`src/rtl/board_win_scanner.sv`:
```
// Scans the 3x3 board RAM after a move: reads the eight lines back-to-back
// and reports the first winning line, or a tie when the board is full.
module board_win_scanner #(
    parameter int CELL_W = 2,
    parameter int ADDR_W = 4
) (
    input  logic              clk,
    input  logic              reset,
    input  logic              start,
    output logic [ADDR_W-1:0] rd_addr,
    input  logic [CELL_W-1:0] rd_data,
    output logic              busy,
    output logic              done,
    output logic              win,
    output logic              tie,
    output logic [CELL_W-1:0] winner,
    output logic [2:0]        win_line
);

    // Handshake: start is a request sampled only in IDLE; done is a one-cycle
    // pulse after which win/tie/winner/win_line stay stable until the next
    // accepted start. There is no backpressure and requests never queue.

    typedef enum logic [1:0] {
        S_IDLE = 2'd0,
        S_SCAN = 2'd1,
        S_DONE = 2'd2
    } state_t;

    localparam logic [4:0]        LAST_RD = 5'd24;
    localparam logic [CELL_W-1:0] CELL_X  = CELL_W'(1);
    localparam logic [CELL_W-1:0] CELL_O  = CELL_W'(2);

    state_t            state, state_nx;
    logic [4:0]        rd_cnt;
    logic              rx_en;
    logic [1:0]        rx_pos;
    logic [2:0]        rx_line;
    logic [CELL_W-1:0] cell0, cell1;
    logic              empty_seen;

    logic third_lands;
    logic line_win;
    logic line_empty;
    logic last_line;

    // Read k visits cell (k mod 3) of line (k div 3).
    function automatic logic [3:0] read_cell(input logic [4:0] k);
        logic [3:0] c;
        case (k)
            5'd0:  c = 4'd0;  5'd1:  c = 4'd1;  5'd2:  c = 4'd2;
            5'd3:  c = 4'd3;  5'd4:  c = 4'd4;  5'd5:  c = 4'd5;
            5'd6:  c = 4'd6;  5'd7:  c = 4'd7;  5'd8:  c = 4'd8;
            5'd9:  c = 4'd0;  5'd10: c = 4'd3;  5'd11: c = 4'd6;
            5'd12: c = 4'd1;  5'd13: c = 4'd4;  5'd14: c = 4'd7;
            5'd15: c = 4'd2;  5'd16: c = 4'd5;  5'd17: c = 4'd8;
            5'd18: c = 4'd0;  5'd19: c = 4'd4;  5'd20: c = 4'd8;
            5'd21: c = 4'd2;  5'd22: c = 4'd4;  5'd23: c = 4'd6;
            default: c = 4'd0;
        endcase
        return c;
    endfunction

    // Codes 00 and 11 both count as an empty square.
    function automatic logic is_empty(input logic [CELL_W-1:0] c);
        return (c == '0) || (c == '1);
    endfunction

    always_comb begin
        third_lands = (state == S_SCAN) && rx_en && (rx_pos == 2'd2);
        line_win    = third_lands && (cell0 == cell1) && (cell1 == rd_data) &&
                      ((rd_data == CELL_X) || (rd_data == CELL_O));
        line_empty  = is_empty(cell0) || is_empty(cell1) || is_empty(rd_data);
        last_line   = (rx_line == 3'd7);
    end

    always_comb begin
        state_nx = state;
        rd_addr  = '0;
        busy     = 1'b0;
        done     = 1'b0;
        case (state)
            S_IDLE: begin
                if (start) state_nx = S_SCAN;
            end
            S_SCAN: begin
                busy = 1'b1;
                if (rd_cnt != LAST_RD) rd_addr = ADDR_W'(read_cell(rd_cnt));
                if (line_win || (third_lands && last_line)) state_nx = S_DONE;
            end
            S_DONE: begin
                busy     = 1'b1;
                done     = 1'b1;
                state_nx = S_IDLE;
            end
            default: state_nx = S_IDLE;
        endcase
    end

    always_ff @(posedge clk) begin
        if (reset) begin
            state      <= S_IDLE;
            rd_cnt     <= '0;
            rx_en      <= 1'b0;
            rx_pos     <= '0;
            rx_line    <= '0;
            cell0      <= '0;
            cell1      <= '0;
            empty_seen <= 1'b0;
            win        <= 1'b0;
            tie        <= 1'b0;
            winner     <= '0;
            win_line   <= '0;
        end else begin
            state <= state_nx;
            case (state)
                S_IDLE: begin
                    if (start) begin
                        rd_cnt     <= '0;
                        rx_en      <= 1'b0;
                        rx_pos     <= '0;
                        rx_line    <= '0;
                        empty_seen <= 1'b0;
                        win        <= 1'b0;
                        tie        <= 1'b0;
                        winner     <= '0;
                        win_line   <= '0;
                    end
                end
                S_SCAN: begin
                    if (rd_cnt != LAST_RD) rd_cnt <= rd_cnt + 5'd1;
                    // RAM latency is one cycle, so data starts landing one cycle in.
                    rx_en <= 1'b1;
                    if (rx_en) begin
                        if (rx_pos == 2'd2) begin
                            rx_pos     <= '0;
                            rx_line    <= rx_line + 3'd1;
                            empty_seen <= empty_seen | line_empty;
                            if (line_win) begin
                                win      <= 1'b1;
                                winner   <= rd_data;
                                win_line <= rx_line;
                            end else if (last_line) begin
                                tie <= ~(empty_seen | line_empty);
                            end
                        end else begin
                            rx_pos <= rx_pos + 2'd1;
                            if (rx_pos == 2'd0) cell0 <= rd_data;
                            else                cell1 <= rd_data;
                        end
                    end
                end
                default: ;
            endcase
        end
    end

endmodule

```
`config.mk`:
```
export PLATFORM = sky130hd
export DESIGN_NAME = board_win_scanner
export DESIGN_NICKNAME = d
export VERILOG_FILES = /design/src/rtl/board_win_scanner.sv
export SDC_FILE = /design/constraint.sdc
export NUM_CORES = 1
export LEC_CHECK = 0
export BUFFER_PORTS_ARGS = -buffer_cell sky130_fd_sc_hd__buf_2
export CAP_MARGIN = 40
export CORE_UTILIZATION = 30
export CTS_CLUSTER_DIAMETER = 30
export DETAILED_ROUTE_END_ITERATION = 10
export GPL_TIMING_DRIVEN = 0
export PLACE_DENSITY = 0.47
export SLEW_MARGIN = 40
export SYNTH_ARGS = -nofsm -noshare
export SYNTH_HDL_FRONTEND = slang
export SYNTH_SLANG_ARGS = --single-unit
export TNS_END_PERCENT = 1
```
`constraint.sdc`:
```
create_clock -name clk -period 2.29 [get_ports clk]
set_clock_uncertainty 0.15 [all_clocks]
set_input_delay 0.458 -clock clk [delete_from_list [all_inputs] [get_ports clk]]
set_output_delay 0.458 -clock clk [all_outputs]
set_load 0.05 [all_outputs]
```
==> flow_metrics.env <==
export IMPL_status="finished clean"
export IMPL_regArea_sq_um=586
export IMPL_setup_violations=0
export IMPL_syn_instance_count=186
export IMPL_synth_area_per_cell_sq_um=9.10
export IMPL_drtIter0Drc=96
export IMPL_leakage_nw=0.907
export IMPL_final_max_slew_viol_count=0
export IMPL_antenna_left=0
export IMPL_nets=235
export IMPL_ys_seq_elements=29
export IMPL_antenna_cells=0
export IMPL_vias_per_cell=5.04
export IMPL_cts_sinks=29
export IMPL_core_area_sq_mm=0.00527
export IMPL_rows=26
export IMPL_start_kind="register"
export IMPL_synth_seq_area_share_pct=34.3
export IMPL_grt_pass1_vias=1433
export IMPL_ctsHoldBuffers=0
export IMPL_synth_yosys_warnings=0
export IMPL_htree_levels=2
export IMPL_wire_per_inst_microns=13.7
export IMPL_synth_cell_area_sq_mm=0.00169
export IMPL_floorplan_initialDensity_pct=32.1
export IMPL_die_h_microns=77.1
export IMPL_grt_max_degree=11
export IMPL_via_count=1458
export IMPL_whs_ns=0.311
export IMPL_async_reset_ff_share_pct=0
export IMPL_ios=18
export IMPL_final_common_cell="dfxtp_1"
export IMPL_layout_common_cells="dfxtp_1, nor2_1, buf_4, buf_2"
export IMPL_ys_flop_type="dfxtp_1"
export IMPL_insertion_delay_ns=0.28
export IMPL_hold_path_class="register to register"
export IMPL_root_buffer="clkbuf_8"
export IMPL_peakVddDrop_mv=0.555
export IMPL_cts_tree="done"
export IMPL_final_layout_size_suffix_gt1_share_pct=33.3
export IMPL_multi_input_area_sq_mm=0.00112
export IMPL_tightest_slew_ns=0.420
export IMPL_rsz0062_at_grt="yes"
export IMPL_crit_fanout=5
export IMPL_antenna_found_initial=0
export IMPL_clk_pin_slew_worst_paths_ns=0.06
export IMPL_worst_ep_arrival_time_ns=2.31
export IMPL_nFillCells=527
export IMPL_placed_area_sq_mm=0.00193
export IMPL_crit_type="register to register"
export IMPL_dp_final_hpwl_mm=2.86
export IMPL_synth_edf_count=0
export IMPL_place_gp_congestion=0.846
export IMPL_required_ns=2.33
export IMPL_clock_path_buffers=2
export IMPL_finalInstanceArea_sq_mm=0.00220
export IMPL_drc=0
export IMPL_clock_fmax_mhz=441
export IMPL_io_buffer_count=15
export IMPL_cts_buffers=5
export IMPL_total_power_mw=1.92
export IMPL_slew_headroom_pct=71.2
export IMPL_maxCapViolCount=0
export IMPL_period_needed_ns=2.27
export IMPL_grt_use_total_pct=14.3
export IMPL_fin_crit_sh_pct=99.0
export IMPL_routed_wl_mm=3.97
export IMPL_endpoint_kind="register"
export IMPL_grt_first_pass_wirelength_mm=6.68
export IMPL_ff2ff_setup_slack_ns=0.02
export IMPL_synth_distinct_cells=47
export IMPL_drt_first_pass_iters=4
export IMPL_p_per_area_mw_per_mm2=876
export IMPL_syn_nets=203
export IMPL_die_area_sq_mm=0.00595
export IMPL_finish_utilization_pct=41.7
export IMPL_area_growth_syn_to_layout_pct=29.7
export IMPL_hold_viol_final=0
export IMPL_die_w_microns=77.1
export IMPL_gr_total_overflow=0
synth_stat cells (2+ instances only):
cell type  instances  area [sq um]
nor2_1            22          82.6
and3_1             5          31.3
nand4_1            7          43.8
mux2_2             3          33.8
clkbuf_8           3          41.3
mux2i_1            8          80.1
a21oi_1            9          45.0
inv_1             11          41.3
a31oi_1            2          12.5
nor3_1             8          40.0
ha_1              12           150
dfxtp_1           29           581
xnor2_1            5          43.8
buf_6              2          22.5
nand4b_1           2          17.5
nand3b_1           3          22.5
o21ai_0            2          10.0
nand2_1           10          37.5
nand3_1            9          45.0
a22oi_1            7          52.6
worst max-delay path, cell delays in order (launching register included):
cell and delay (ns):
dfxtp_4 0.36, inv_4 0.07, ha_4 0.17, mux2_4 0.32
o22ai_2 0.15, a41oi_2 0.07, or2_4 0.30, ha_4 0.23
mux2_2 0.27, o32ai_2 0.08
cell families (layout without fill, tap and decap cells):
family,count (synthesis),count (layout),synth area share [%]
and+or+nand+nor,77,77,24.5
AOI/OAI and AO/OA,33,33,15.6
DFF,29,29,34.3
buffers and inverters,19,52,7.39
adders and majority gates,12,12,8.87
muxes,11,11,6.73
xor gates and xnor gates,5,5,2.59
worst paths after layout:
path,from,to,depth (start not counted)
hold / removal,empty_seen$_SDFFE_PP0P_,empty_seen$_SDFFE_PP0P_,2
setup / recovery,state[0]$_SDFFE_PP0P_,register,9
hold reg to reg,empty_seen$_SDFFE_PP0P_,empty_seen$_SDFFE_PP0P_,2
setup reg to reg,state[0]$_SDFFE_PP0P_,register,9
layout make-up:
class	instances	area share, %
clock buffers	7	4.39
clock inverters	1	0.228
multi-input cells	138	51.1
inverters	11	2.22
plain buffers	7	3.48
flip-flops and latches	29	26.7
well taps	70	3.99
repair buffers	26	7.98
per-stage QoR:
stage | instances | worst slack, ns | TNS, ns
5_1_grt | 289 | -0.0528 | -0.104
3_3_place_gp | 271 | -0.219 | -0.382
4_1_cts | 282 | 0.00511 | 0
2_1_floorplan | 186 | 0.00907 | 0
6_report | 289 | 0.0228 | 0
3_5_place_dp | 271 | -0.282 | -0.661
metal layers:
layer | vias to the layer above | global-route usage [%] | part of all wire (%)
met3 | 6 | 4.05 | 4.7
met2 | 32 | 22.6 | 46
li1 | 738 | - | -
met5 | - | 0 | 0
met4 | 0 | 5.66 | 1.4
met1 | 682 | 18.2 | 48
power by group:
part / total, mW / leakage (nW) / internal (mW) / switching [mW]
clock: 0.466 / 0.0542 / 0.271 / 0.195
combinational: 0.859 / 0.618 / 0.363 / 0.496
sequential: 0.598 / 0.235 / 0.553 / 0.0447
total: 1.92 / 0.907 / 1.19 / 0.735
what timing repair did:
action,CTS,global route
buffers inserted,4,7
endpoints found under the hold margin,0,0
resized for setup,18,8
pin swaps,8,4
gates cloned,0,0
setup endpoints to repair,7,7
(Power assumes the default switching activity.)
